File: config.mk
export PLATFORM = sky130hd
export DESIGN_NAME = cw_ramp_gen
export DESIGN_NICKNAME = d
export VERILOG_FILES = /design/src/rtl/cw_pkg.sv /design/src/rtl/cw_ms_timer.sv /design/src/rtl/cw_ramp_gen.sv
export SDC_FILE = /design/constraint.sdc
export NUM_CORES = 1
export LEC_CHECK = 0
export ABC_AREA = 1
export BUFFER_PORTS_ARGS = -buffer_cell sky130_fd_sc_hd__clkbuf_2
export CORE_MARGIN = 2
export CORE_UTILIZATION = 55
export DETAILED_ROUTE_END_ITERATION = 10
export PLACE_DENSITY = 0.87
export SLEW_MARGIN = 10
export SYNTH_ARGS = -nofsm -noshare
export SYNTH_HDL_FRONTEND = slang
export SYNTH_SLANG_ARGS = --single-unit
File: constraint.sdc
create_clock -name aclk -period 3.9 [get_ports aclk]
set_clock_uncertainty 0.1 [all_clocks]
set_input_delay 0.195 -clock aclk [delete_from_list [all_inputs] [get_ports aclk]]
set_output_delay 0.195 -clock aclk [all_outputs]
set_load 0.01 [all_outputs]
File: src/rtl/cw_pkg.sv
// cw_pkg: shared state encoding and timing defaults for the CW ramp generator
package cw_pkg;
  localparam int CW_CLK_PER_MS = 12288;
  typedef enum logic [2:0] {
    ST_IDLE,
    ST_DELAY_ON,
    ST_RAMP_UP,
    ST_HOLD,
    ST_DELAY_OFF,
    ST_RAMP_DOWN,
    ST_HANG
  } cw_state_e;
endpackage

File: src/rtl/cw_ms_timer.sv
// cw_ms_timer: millisecond prescaler plus ms down-counter; o_done flags expiry of an N ms interval
module cw_ms_timer #(
  parameter int CLK_PER_MS = cw_pkg::CW_CLK_PER_MS
) (
  input  logic       aclk,
  input  logic       resetn,
  input  logic       i_load,
  input  logic [9:0] i_n,
  output logic       o_done
);
  localparam int PW = $clog2(CLK_PER_MS + 1);
  logic [PW-1:0] r_pre;
  logic [9:0]    r_ms;
  // load starts an N ms interval; the counters stop at zero so done stays asserted until reloaded
  always_ff @(posedge aclk or negedge resetn) begin
    if (!resetn) begin
      r_pre <= '0;
      r_ms  <= '0;
    end else if (i_load) begin
      r_pre <= PW'(CLK_PER_MS - 1);
      r_ms  <= i_n - 10'd1;
    end else if (r_pre != '0) begin
      r_pre <= r_pre - 1'b1;
    end else if (r_ms != '0) begin
      r_pre <= PW'(CLK_PER_MS - 1);
      r_ms  <= r_ms - 10'd1;
    end
  end
  assign o_done = (r_pre == '0) && (r_ms == '0);
endmodule

File: src/rtl/cw_ramp_gen.sv
// cw_ramp_gen: CW keying envelope generator walking a ramp ROM up and down with PTT sequencing
module cw_ramp_gen
  import cw_pkg::*;
#(
  parameter int DATA_W     = 16,
  parameter int ADDR_W     = 10,
  parameter int CLK_PER_MS = CW_CLK_PER_MS,
  parameter int IS_AUDIO   = 1
) (
  input  logic                aclk,
  input  logic                resetn,
  input  logic                key_down,
  input  logic                keyer_enable,
  input  logic [7:0]          delay_time,
  input  logic [9:0]          hang_time,
  input  logic [ADDR_W-1:0]   ramp_last,
  input  logic [2:0]          ramp_step,
  output logic                CW_PTT,
  output logic                ramp_busy,
  output logic [2*DATA_W-1:0] m_axis_tdata,
  output logic                m_axis_tvalid,
  input  logic                m_axis_tready,
  output logic                bram_rst,
  output logic [ADDR_W-1:0]   bram_addr,
  input  logic [DATA_W-1:0]   bram_data
);
  cw_state_e         r_state;
  cw_state_e         w_nxt;
  logic              r_ptt;
  logic              r_busy;
  logic [ADDR_W-1:0] r_addr;
  logic [7:0]        r_delay;
  logic [9:0]        r_hang;
  logic [ADDR_W-1:0] r_last;
  logic [2:0]        r_step;
  logic              w_active;
  logic              w_load;
  logic [9:0]        w_n;
  logic              w_done;
  logic [ADDR_W:0]   w_step;
  logic [ADDR_W:0]   w_sum;
  logic [ADDR_W-1:0] w_up;
  logic [ADDR_W-1:0] w_down;

  assign w_active = key_down & keyer_enable;
  assign w_step   = (ADDR_W+1)'(r_step == 3'd0 ? 3'd1 : r_step);
  assign w_sum    = {1'b0, r_addr} + w_step;
  assign w_up     = (w_sum > {1'b0, r_last}) ? r_last : w_sum[ADDR_W-1:0];
  assign w_down   = ({1'b0, r_addr} > w_step) ? r_addr - w_step[ADDR_W-1:0] : '0;

  cw_ms_timer #(.CLK_PER_MS(CLK_PER_MS)) u_timer (
    .aclk   (aclk),
    .resetn (resetn),
    .i_load (w_load),
    .i_n    (w_n),
    .o_done (w_done)
  );

  // next-state decode; the timer is loaded on the transition into each timed state
  always_comb begin
    w_nxt  = r_state;
    w_load = 1'b0;
    w_n    = '0;
    case (r_state)
      ST_IDLE, ST_HANG: begin
        if (w_active) begin
          w_nxt  = (delay_time != 8'd0) ? ST_DELAY_ON : ST_RAMP_UP;
          w_load = delay_time != 8'd0;
          w_n    = {2'b00, delay_time};
        end else if (r_state == ST_HANG && w_done) begin
          w_nxt = ST_IDLE;
        end
      end
      ST_DELAY_ON:
        w_nxt = !keyer_enable ? ST_IDLE : w_done ? ST_RAMP_UP : ST_DELAY_ON;
      ST_RAMP_UP:
        w_nxt = !keyer_enable ? ST_RAMP_DOWN : (r_addr == r_last) ? ST_HOLD : ST_RAMP_UP;
      ST_HOLD: begin
        if (!keyer_enable) begin
          w_nxt = ST_RAMP_DOWN;
        end else if (!key_down) begin
          w_nxt  = (r_delay != 8'd0) ? ST_DELAY_OFF : ST_RAMP_DOWN;
          w_load = r_delay != 8'd0;
          w_n    = {2'b00, r_delay};
        end
      end
      ST_DELAY_OFF:
        w_nxt = !keyer_enable ? ST_RAMP_DOWN : key_down ? ST_HOLD : w_done ? ST_RAMP_DOWN : ST_DELAY_OFF;
      ST_RAMP_DOWN: begin
        if (w_active) begin
          w_nxt = ST_RAMP_UP;
        end else if (r_addr == '0) begin
          w_nxt  = (r_hang != 10'd0) ? ST_HANG : ST_IDLE;
          w_load = r_hang != 10'd0;
          w_n    = r_hang;
        end
      end
      default: w_nxt = ST_IDLE;
    endcase
  end

  // state, registered outputs, ramp address and configuration latched at each element start
  always_ff @(posedge aclk or negedge resetn) begin
    if (!resetn) begin
      r_state <= ST_IDLE;
      r_ptt   <= 1'b0;
      r_busy  <= 1'b0;
      r_addr  <= '0;
      r_delay <= '0;
      r_hang  <= '0;
      r_last  <= '0;
      r_step  <= '0;
    end else begin
      r_state <= w_nxt;
      r_ptt   <= w_nxt != ST_IDLE;
      r_busy  <= w_nxt inside {ST_DELAY_ON, ST_RAMP_UP, ST_HOLD, ST_DELAY_OFF, ST_RAMP_DOWN};
      if ((r_state == ST_IDLE || r_state == ST_HANG) && w_active) begin
        r_delay <= delay_time;
        r_hang  <= hang_time;
        r_last  <= ramp_last;
        r_step  <= ramp_step;
      end
      if (w_nxt == ST_IDLE)
        r_addr <= '0;
      else if (m_axis_tready && r_state == ST_RAMP_UP && w_nxt == ST_RAMP_UP)
        r_addr <= w_up;
      else if (m_axis_tready && r_state == ST_RAMP_DOWN && w_nxt == ST_RAMP_DOWN)
        r_addr <= w_down;
    end
  end

  assign CW_PTT        = r_ptt;
  assign ramp_busy     = r_busy;
  assign bram_addr     = r_addr;
  assign bram_rst      = ~resetn;
  assign m_axis_tvalid = resetn;
  assign m_axis_tdata  = {(IS_AUDIO != 0) ? bram_data : {DATA_W{1'b0}}, bram_data};
endmodule

==> run_results.csv <==
group,metric,value,unit
final_layout,drive_gt1_frac,0.127,
final_layout,fillCellCount,936,
final_layout,final_cell_mix,"nand2_1 (256), inv_1 (96), nor2_1 (94)",
detailed_routing,viasPerCell,5.34,
logic_synthesis,synthesis.area,5670,um^2
worst_setup_path,crit_arrival,3700,ps
cts,h-tree-depth,3,
sta,fin_setup_tns,0,ps
cts,cts_sinks,70,
detailed_routing,wl_per_cell,13.4,um
logic_synthesis,synth_nets,927,
logic_synthesis,synth_top_area_frac,0.309,
logic_synthesis,avgSynthCellArea,6.64,um^2
logic_synthesis,ys_seq_area_frac,0.309,
sta,slew_violations,0,
cts,cts-root-buf,"clkbuf_8",
worst_setup_path,crit_top_cell,"nand2_1",
worst_setup_path,critPathRequiredTime,4090,ps
detailed_routing,drt_wl_total,13700,um
worst_setup_path,startpoint_type,"register",
logic_synthesis,synth_edf_count,0,
power_and_ir_drop,power.leakage,3.24,nW
cts,clock_latency,360,ps
placement,hpwlAfterDp,9840,um
final_layout,multi_input_area,3130,um^2
cts,max-clock-path-buffers,2,
worst_setup_path,end_kind,"register",
final_layout,n_antenna_cell,0,
worst_setup_path,max_stage_delay,420,ps
worst_setup_path,crit_type,"register to register",
worst_hold_path,hold_path_class,"input port to register",
logic_synthesis,ys.warnings.count,0,
grt,grt_pass1_wl,23500,um
final_layout,syn_to_final_growth,9.05,%
sta,max_freq,0.285,GHz
grt,overflow,0,
floorplan,fp.dieH,106,um
run,cap_violations,0,
floorplan,die_w,106,um
detailed_routing,drt_pre_antenna_iters,7,
cts,clk_pin_slew,70,ps
logic_synthesis,synth_cell_types,41,
sta,min_period,3510,ps
final_layout,layout_commonest_cell,"nand2_1",
grt,antenna_found_initial,0,
logic_synthesis,syn_inst,854,
grt,grt_pass1_vias,5123,
sta,hold_violations,0,
floorplan,core_area,10200,um^2
detailed_routing,drtIter0Drc,412,
logic_synthesis,async_reset_ff_frac,1.00,
cts,tritoncts,"done",
placement,placed_area,5710,um^2
grt,grt.total_usage,0.257,
logic_synthesis,ys.flop_type,"dfrtp_1",
cts,cts_buffers,9,
detailed_routing,postRouteAntennaNets,0,
final_layout,fin_util,0.607,
worst_setup_path,critPathMaxFanout,17,
sta,maxSlewHeadroom,0.392,
sta,finalSetupViolations,0,
grt,grt_max_degree,73,
final_layout,fin_area,6180,um^2
worst_setup_path,crit_chain,"o21bai_2, ha_1, inv_1, fa_1, inv_1, nand2_1, a21oi_2, nand2_1, nand2_1, inv_1, ha_1, nand2_1, nor2_1, a21oi_1, nand2_1, nand3_4, o21ai_0, nand4_1, nand2_1, nand2_1, nand2_1",
logic_synthesis,yosysTopAreaCell,"dfrtp_1",
final_layout,num-nets-final,956,
power_and_ir_drop,vdd_drop_max,0.000395,V
run_status,status,"finished clean",
detailed_routing,num_vias,5471,
logic_synthesis,synth_top_cells_by_area,"dfrtp_1 (31%), nand2_1 (17%), nand3_1 (6.4%)",
floorplan,start_util,0.557,
placement,io_buffers,49,
floorplan,ios,98,
final_layout,regArea,1750,um^2
worst_setup_path,critPathSlowestCell,"dfrtp_1",
detailed_routing,drcViolationCount,0,
placement,gp_congestion,0.954,
sta,finalCritPeriodShare,0.900,
floorplan,num_rows,37,
floorplan,dieArea,11100,um^2
logic_synthesis,synth_seq_cells,70,
sta,worst_slew_pin_slew,912,ps
sta,grt_setup_unrepaired,"false",
sta,hold_ws,35.7,ps
power_and_ir_drop,pwr_density_cell,677,nW/um^2
-- per-stage QoR --
step / power, mW / cells / setup slack (ps)
floorplan: 3.08 / 854 / 670
global placement: 3.46 / 983 / 365
detailed placement: 3.51 / 983 / 272
CTS: 4.15 / 1024 / 228
global route: 4.60 / 1024 / 34.7
finish: 4.18 / 1024 / 391
-- cell families (layout without fill, tap and decap cells) --
family | after synthesis | count (layout) | synth area share
compound gates | 87 | 87 | 0.0878
xor+xnor | 12 | 12 | 0.0185
fa+ha+maj | 21 | 21 | 0.0490
buf+inv | 167 | 201 | 0.143
flops | 70 | 70 | 0.309
simple gates | 497 | 497 | 0.393
-- Yosys cell counts (all sizes together) (4+ instances only) --
cell,instances
nand3,77
o211ai,5
nor3,8
dfrtp,70
nor2,109
xor2,5
ha,19
nand4,30
inv,107
nand2,262
a21oi,20
buf,53
o21ai,50
clkbuf,7
a31oi,4
xnor2,7
-- worst paths after layout --
kind | from | to | slack (ps) | cells after the start
max in group asynchronous | resetn | bram_addr[4] | 2670 | 2
min in group asynchronous | resetn | r_last[8] | 420 | 2
max | r_step[1] | bram_addr[9] | 390 | 21
max reg2reg | r_step[1] | bram_addr[9] | 390 | 21
min | delay_time[5] | r_delay[5] | 40 | 3
min reg2reg | r_step[0] | r_step[0] | 400 | 2
-- state kept, by name (all words and copies together) (netlist names), 3 cells and up --
signal / flops
bram_addr: 10
r_hang: 10
r_step: 3
r_delay: 8
u_timer.r_ms: 10
r_state: 3
r_last: 10
u_timer.r_pre: 14
-- report_power, final --
group	total, mW	switching [mW]	internal (mW)
registers	1.24	0.254	0.985
clock network	0.616	0.300	0.316
logic	2.33	1.51	0.817
total	4.18	2.07	2.12
-- metal layers --
layer | track usage | vias up | wire length (um)
met5 | 0 | - | 0
met3 | 0.0445 | 27 | 1040
met2 | 0.400 | 221 | 6190
met1 | 0.365 | 2464 | 6200
li1 | - | 2759 | -
met4 | 0.0865 | 0 | 277
-- worst max-delay path, delay by kind of cell (launching register included) --
kind	cells	cell delay, ps
adders and majority gates	3	910
and+or+nand+nor	11	1060
AOI/OAI and AO/OA	4	750
DFF	1	420
buffers and inverters	3	200
-- final cells by class --
class / instances / share of cell area
Clock buffer: 10 / 0.0223
Clock inverter: 6 / 0.0111
Inverter: 107 / 0.0650
Multi-Input combinational cell: 617 / 0.505
Sequential cell: 70 / 0.283
Tap cell: 136 / 0.0275
Timing Repair Buffer: 78 / 0.0854
-- timing repair --
item | CTS | global route
resized for setup | 0 | 4
setup endpoints to repair | 0 | 10
hold buffers | 25 | 0
setup buffers | 0 | 0
hold endpoints to repair | 94 | 0
Power figures use the tool's default switching activity.
